## config.mk

```make
export PLATFORM = sky130hd
export DESIGN_NAME = trace_capture
export DESIGN_NICKNAME = d
export VERILOG_FILES = /design/src/rtl/trace_capture.sv
export SDC_FILE = /design/constraint.sdc
export NUM_CORES = 1
export LEC_CHECK = 0
export BUFFER_PORTS_ARGS = -buffer_cell sky130_fd_sc_hd__buf_2
export CORE_UTILIZATION = 58
export CTS_CLUSTER_DIAMETER = 200
export DETAILED_ROUTE_END_ITERATION = 7
export GPL_ROUTABILITY_DRIVEN = 0
export PLACE_DENSITY = 0.82
export SLEW_MARGIN = 30
export SYNTH_ARGS = -nofsm -noshare
export SYNTH_HDL_FRONTEND = slang
export SYNTH_SLANG_ARGS = --single-unit
```

## constraint.sdc

```tcl
create_clock -name clk -period 23.5 [get_ports clk]
set_input_delay 3.525 -clock clk [delete_from_list [all_inputs] [get_ports clk]]
set_output_delay 3.525 -clock clk [all_outputs]
set_load 0.03 [all_outputs]
```

## src/rtl/trace_capture.sv

```systemverilog
// Single-channel logic-analyser trace capture. Samples a synchronised input at a
// fixed divided rate after a trigger and hands the finished trace to the display only on frame starts.
module trace_capture #(
    parameter int DATA_SIZE  = 256,
    parameter int SAMPLE_DIV = 4
) (
    input  logic                 clk,
    input  logic                 reset,
    input  logic                 sig_in,
    input  logic                 arm,
    input  logic [1:0]           trig_mode,
    input  logic                 continuous,
    input  logic                 frame_start,
    output logic [DATA_SIZE-1:0] data,
    output logic                 busy,
    output logic                 done
);

    localparam int CW = $clog2(DATA_SIZE + 1);
    localparam int DW = $clog2(SAMPLE_DIV + 1);

    localparam logic [CW-1:0] CNT_ONE  = CW'(1);
    localparam logic [CW-1:0] CNT_LAST = CW'(DATA_SIZE - 1);
    localparam logic [DW-1:0] DIV_ONE  = DW'(1);
    localparam logic [DW-1:0] DIV_LAST = DW'(SAMPLE_DIV - 1);

    typedef enum logic [1:0] {
        ST_IDLE      = 2'd0,
        ST_WAIT_TRIG = 2'd1,
        ST_CAPTURE   = 2'd2,
        ST_DONE      = 2'd3
    } state_t;

    state_t               state_r;
    state_t               next_state_s;
    logic                 s_meta_r;
    logic                 s_sync_r;
    logic                 s_prev_r;
    logic [CW-1:0]        cnt_r;
    logic [DW-1:0]        div_r;
    logic [DATA_SIZE-1:0] capture_buf_r;
    logic                 pending_r;
    logic [DATA_SIZE-1:0] data_r;

    logic                 trig_hit_s;
    logic                 start_s;
    logic                 sample_s;
    logic                 finish_s;
    logic                 transfer_s;

    // Trigger qualification from the synchronised signal and its delayed copy.
    always_comb begin
        trig_hit_s = 1'b0;
        case (trig_mode)
            2'b00:   trig_hit_s = 1'b1;
            2'b01:   trig_hit_s = s_sync_r & ~s_prev_r;
            2'b10:   trig_hit_s = ~s_sync_r & s_prev_r;
            2'b11:   trig_hit_s = s_sync_r ^ s_prev_r;
            default: trig_hit_s = 1'b0;
        endcase
    end

    // Next-state and per-cycle control strobes.
    always_comb begin
        next_state_s = state_r;
        start_s      = 1'b0;
        sample_s     = 1'b0;
        finish_s     = 1'b0;
        case (state_r)
            ST_IDLE: begin
                if (arm) begin
                    next_state_s = ST_WAIT_TRIG;
                end else begin
                    next_state_s = ST_IDLE;
                end
            end
            ST_WAIT_TRIG: begin
                if (trig_hit_s) begin
                    start_s      = 1'b1;
                    next_state_s = ST_CAPTURE;
                end else begin
                    next_state_s = ST_WAIT_TRIG;
                end
            end
            ST_CAPTURE: begin
                if (div_r == DIV_LAST) begin
                    sample_s = 1'b1;
                    if (cnt_r == CNT_LAST) begin
                        finish_s     = 1'b1;
                        next_state_s = ST_DONE;
                    end else begin
                        next_state_s = ST_CAPTURE;
                    end
                end else begin
                    next_state_s = ST_CAPTURE;
                end
            end
            ST_DONE: begin
                if (arm || continuous) begin
                    next_state_s = ST_WAIT_TRIG;
                end else begin
                    next_state_s = ST_DONE;
                end
            end
            default: begin
                next_state_s = ST_IDLE;
            end
        endcase
    end

    assign transfer_s = frame_start & pending_r;
    assign busy       = (state_r == ST_WAIT_TRIG) || (state_r == ST_CAPTURE);
    assign done       = (state_r == ST_DONE);
    assign data       = data_r;

    // State register.
    always_ff @(posedge clk or posedge reset) begin
        if (reset) begin
            state_r <= ST_IDLE;
        end else begin
            state_r <= next_state_s;
        end
    end

    // Two-flop synchroniser plus the delayed copy used for edge detection.
    always_ff @(posedge clk or posedge reset) begin
        if (reset) begin
            s_meta_r <= 1'b0;
            s_sync_r <= 1'b0;
            s_prev_r <= 1'b0;
        end else begin
            s_meta_r <= sig_in;
            s_sync_r <= s_meta_r;
            s_prev_r <= s_sync_r;
        end
    end

    // Sample shift register, sample counter and rate divider.
    always_ff @(posedge clk or posedge reset) begin
        if (reset) begin
            capture_buf_r <= '0;
            cnt_r         <= '0;
            div_r         <= '0;
        end else begin
            if (start_s || sample_s) begin
                capture_buf_r <= {s_sync_r, capture_buf_r[DATA_SIZE-1:1]};
            end
            if (start_s) begin
                cnt_r <= CNT_ONE;
                div_r <= '0;
            end else if (sample_s) begin
                cnt_r <= cnt_r + CNT_ONE;
                div_r <= '0;
            end else if (state_r == ST_CAPTURE) begin
                div_r <= div_r + DIV_ONE;
            end
        end
    end

    // Completion wins over a same-cycle frame start, so the hand-off waits a frame.
    always_ff @(posedge clk or posedge reset) begin
        if (reset) begin
            pending_r <= 1'b0;
            data_r    <= '0;
        end else begin
            if (finish_s) begin
                pending_r <= 1'b1;
            end else if (start_s || transfer_s) begin
                pending_r <= 1'b0;
            end
            if (transfer_s) begin
                data_r <= capture_buf_r;
            end
        end
    end

endmodule

```

==> flow_summary.toml <==
[critical_path]
r2r-start = "s_sync_r"
rr_endpoint = "capture_buf_r[134]"
rr_worst_depth = 8
arrival_ns = 6.74
r2r_slack_ns = 19.53
crit_path_max_fanout = 79
crit_type = "primary input to flop"
required_ns = 23.95
start_kind = "primary input"
cp-end-kind = "flop"

[power_and_ir_drop]
leakagePower_nw = 13.2
irDropWorstVdd_mv = 0.0574
power.density_nw_per_um2 = 82.0

[global_routing]
grt_first_pass_wirelength_um = 60800
overflow = 0
grt_usage_pct = 21.0
grt_pass1_vias = 11100
grt_max_degree = 138
antenna_found_initial = 0

[finish]
num_antenna_cells = 0
multi_input_comb_area_um2 = 7030
nFillCells = 2291
fin_nets = 1463
final_util_pct = 69.1
stdcell_count = 1943
drive_gt1_share_pct = 58.4
seq_area_um2 = 13300
area_growth_pct = 16.4

[min_path]
worstHoldStart = "s_meta_r"
hold_depth = 0
whs_endpoint = "s_sync_r"
hold_path_class = "flop to flop"

[run_status]
status = "finished, final reports clean"

[clocking]
clk_pin_slew_worst_paths_ns = 0.06
clock_sinks = 530
cts_buffer_depth = 3
clk_latency_ns = 0.56
cts_hold_buf = 0
cts_tree = "built"
clock-root-buffer = "clkbuf_16"
htree_levels = 2
ctsResizeCount = 0
cts_buffers = 52
post_cts_buffers = 0

[place]
post-place-cells = 1847
hpwl_um = 23300
portBuffers = 265

[routing]
ant_nets = 0
drc = 0
vias_per_cell = 5.38
dr.pass1.iters = 6
vias = 10500
wl_per_cell_um = 19.3
drt_iter0_drc = 501
routed_wl_um = 37400

[yosys]
yosysSeqAreaShare_pct = 64.0
synth_area_leaders = "dfrtp_1 64%, mux2_2 16%, mux2_4 15%"
syn_area_um2 = 20700
yosysTopAreaCellShare_pct = 64.0
synthArstFlopShare_pct = 100
ys_ff_latch = 530
synth_cell_types = 31
syn_nets = 1190
synth.avg_cell_area_um2 = 17.7
yosys_warnings = 0
synth_cells = 1173
synth_flop_cell = "dfrtp_1"
synth_edf_count = 0
synth_top_area_cell = "dfrtp_1"

[floorplanning]
core_um2 = 34900
num_io_pins = 266
die_h_um = 191
start_util_pct = 59.4
fp.dieW_um = 191
num_rows = 68
dieArea_um2 = 36500

[timing]
period_needed_ns = 6.30
hold_viol_final = 0
worst_clock_skew_ns = 0.0198
relSlewSlack_pct = 36.3
setup_viol = 0
clock.fmax_ghz = 0.159
finalMaxSlewViolations = 0
rsz0062_at_grt = "no"
fin_setup_tns_ns = 0
period_share_pct = 26.8
worst_slew_pin_slew_ns = 0.955

[flow_run]
cap_violations = 0
## per-layer routing
metal | part of all wire (%) | up-vias | track usage [%] | wire length [µm]
li1 | - | 4680 | - | -
met1 | 45 | 5515 | 29.3 | 16900
met2 | 48 | 216 | 33.5 | 17800
met3 | 5.8 | 52 | 4.87 | 2180
met4 | 1.5 | 0 | 4.83 | 569
met5 | 0 | - | 0 | 0
## cells by family after synthesis
| group | share of synthesized area (%) |
|---|---|
| AOI/OAI and AO/OA | 0.374 |
| xor gates and xnor gates | 0.338 |
| adders and majority gates | 0.543 |
| buffers and inverters | 2.14 |
| DFF | 64.0 |
| muxes | 31.7 |
| and+or+nand+nor | 0.876 |
## worst max-delay path by stage
stage                 startpoint                 end  slack, ns
CTS                 trig_mode[0]  capture_buf_r[135]      17.24
global placement    trig_mode[0]  capture_buf_r[125]      16.47
finish              trig_mode[0]  capture_buf_r[134]      17.20
global route        trig_mode[0]  capture_buf_r[135]      17.07
detailed placement  trig_mode[0]  capture_buf_r[129]      16.64
floorplan                  reset    capture_buf_r[0]       5.16
## layout by cell type (no fill, tap or decap), drive strengths merged, types with 2 or more instances in the layout
master	netlist	routed
dfrtp	530	530
mux2	513	513
buf	29	277
clkbuf	29	82
nand2	11	11
nor2	10	10
inv	9	10
ha	9	9
clkinv	0	9
a21oi	4	4
xnor2	4	4
xor2	4	4
bufinv	0	3
nor2b	2	2
nand3	2	2
nor3	2	2
and3	2	2
nand4	2	2
## where the power goes
| part | internal, W | total [W] | switching (W) |
|---|---|---|---|
| Sequential | 0.000927 | 0.000938 | 0.0000106 |
| Clock | 0.000501 | 0.000844 | 0.000343 |
| Combinational | 0.0000795 | 0.000195 | 0.000116 |
## cells in the mapped netlist, types with 4 or more instances
library cell,instances
ha_1,9
nand2_1,10
a21oi_1,4
xor2_1,4
mux2_1,9
buf_2,4
inv_1,9
nor2_1,10
dfrtp_1,530
mux2_4,209
buf_6,25
mux2_2,295
xnor2_1,4
clkbuf_1,29
## sequential cells by signal (all words and copies together), names as in the netlist
name,flops
capture_buf_r,256
s_sync_r,1
s_prev_r,1
state_r,2
div_r,3
cnt_r,9
data,256
s_meta_r,1
pending_r,1
## area by class of cell
type                       count  area share [%]
sequential                   530            55.0
multi-input combinational    576            29.1
clock buffer                  82            6.66
timing repair buffer         277            5.97
tap                          455            2.36
clock inverter                14           0.675
inverter                       9           0.192
## worst max-delay path, cell delays in order
cell and delay (ns):
buf_2 0.09, nor2b_1 0.25, o311ai_4 0.20, nand2_8 0.60
buf_4 0.84, buf_6 0.72, mux2_4 0.36
## per-stage QoR
| stage | instance area (µm²) | power (W) | hold WS [ns] | setup WS (ns) |
|---|---|---|---|---|
| after global routing | 24100 | 0.00205 | 0.375 | 17.07 |
| after detailed placement | 22300 | 0.00115 | 0.349 | 16.64 |
| after global placement | 22300 | 0.00115 | 0.337 | 16.47 |
| final | 24100 | 0.00198 | 0.362 | 17.20 |
| after floorplan | 20700 | 0.00114 | 0.331 | 5.16 |
| after CTS | 24100 | 0.00200 | 0.363 | 17.24 |
No activity file was read; power rests on OpenSTA's default activity.
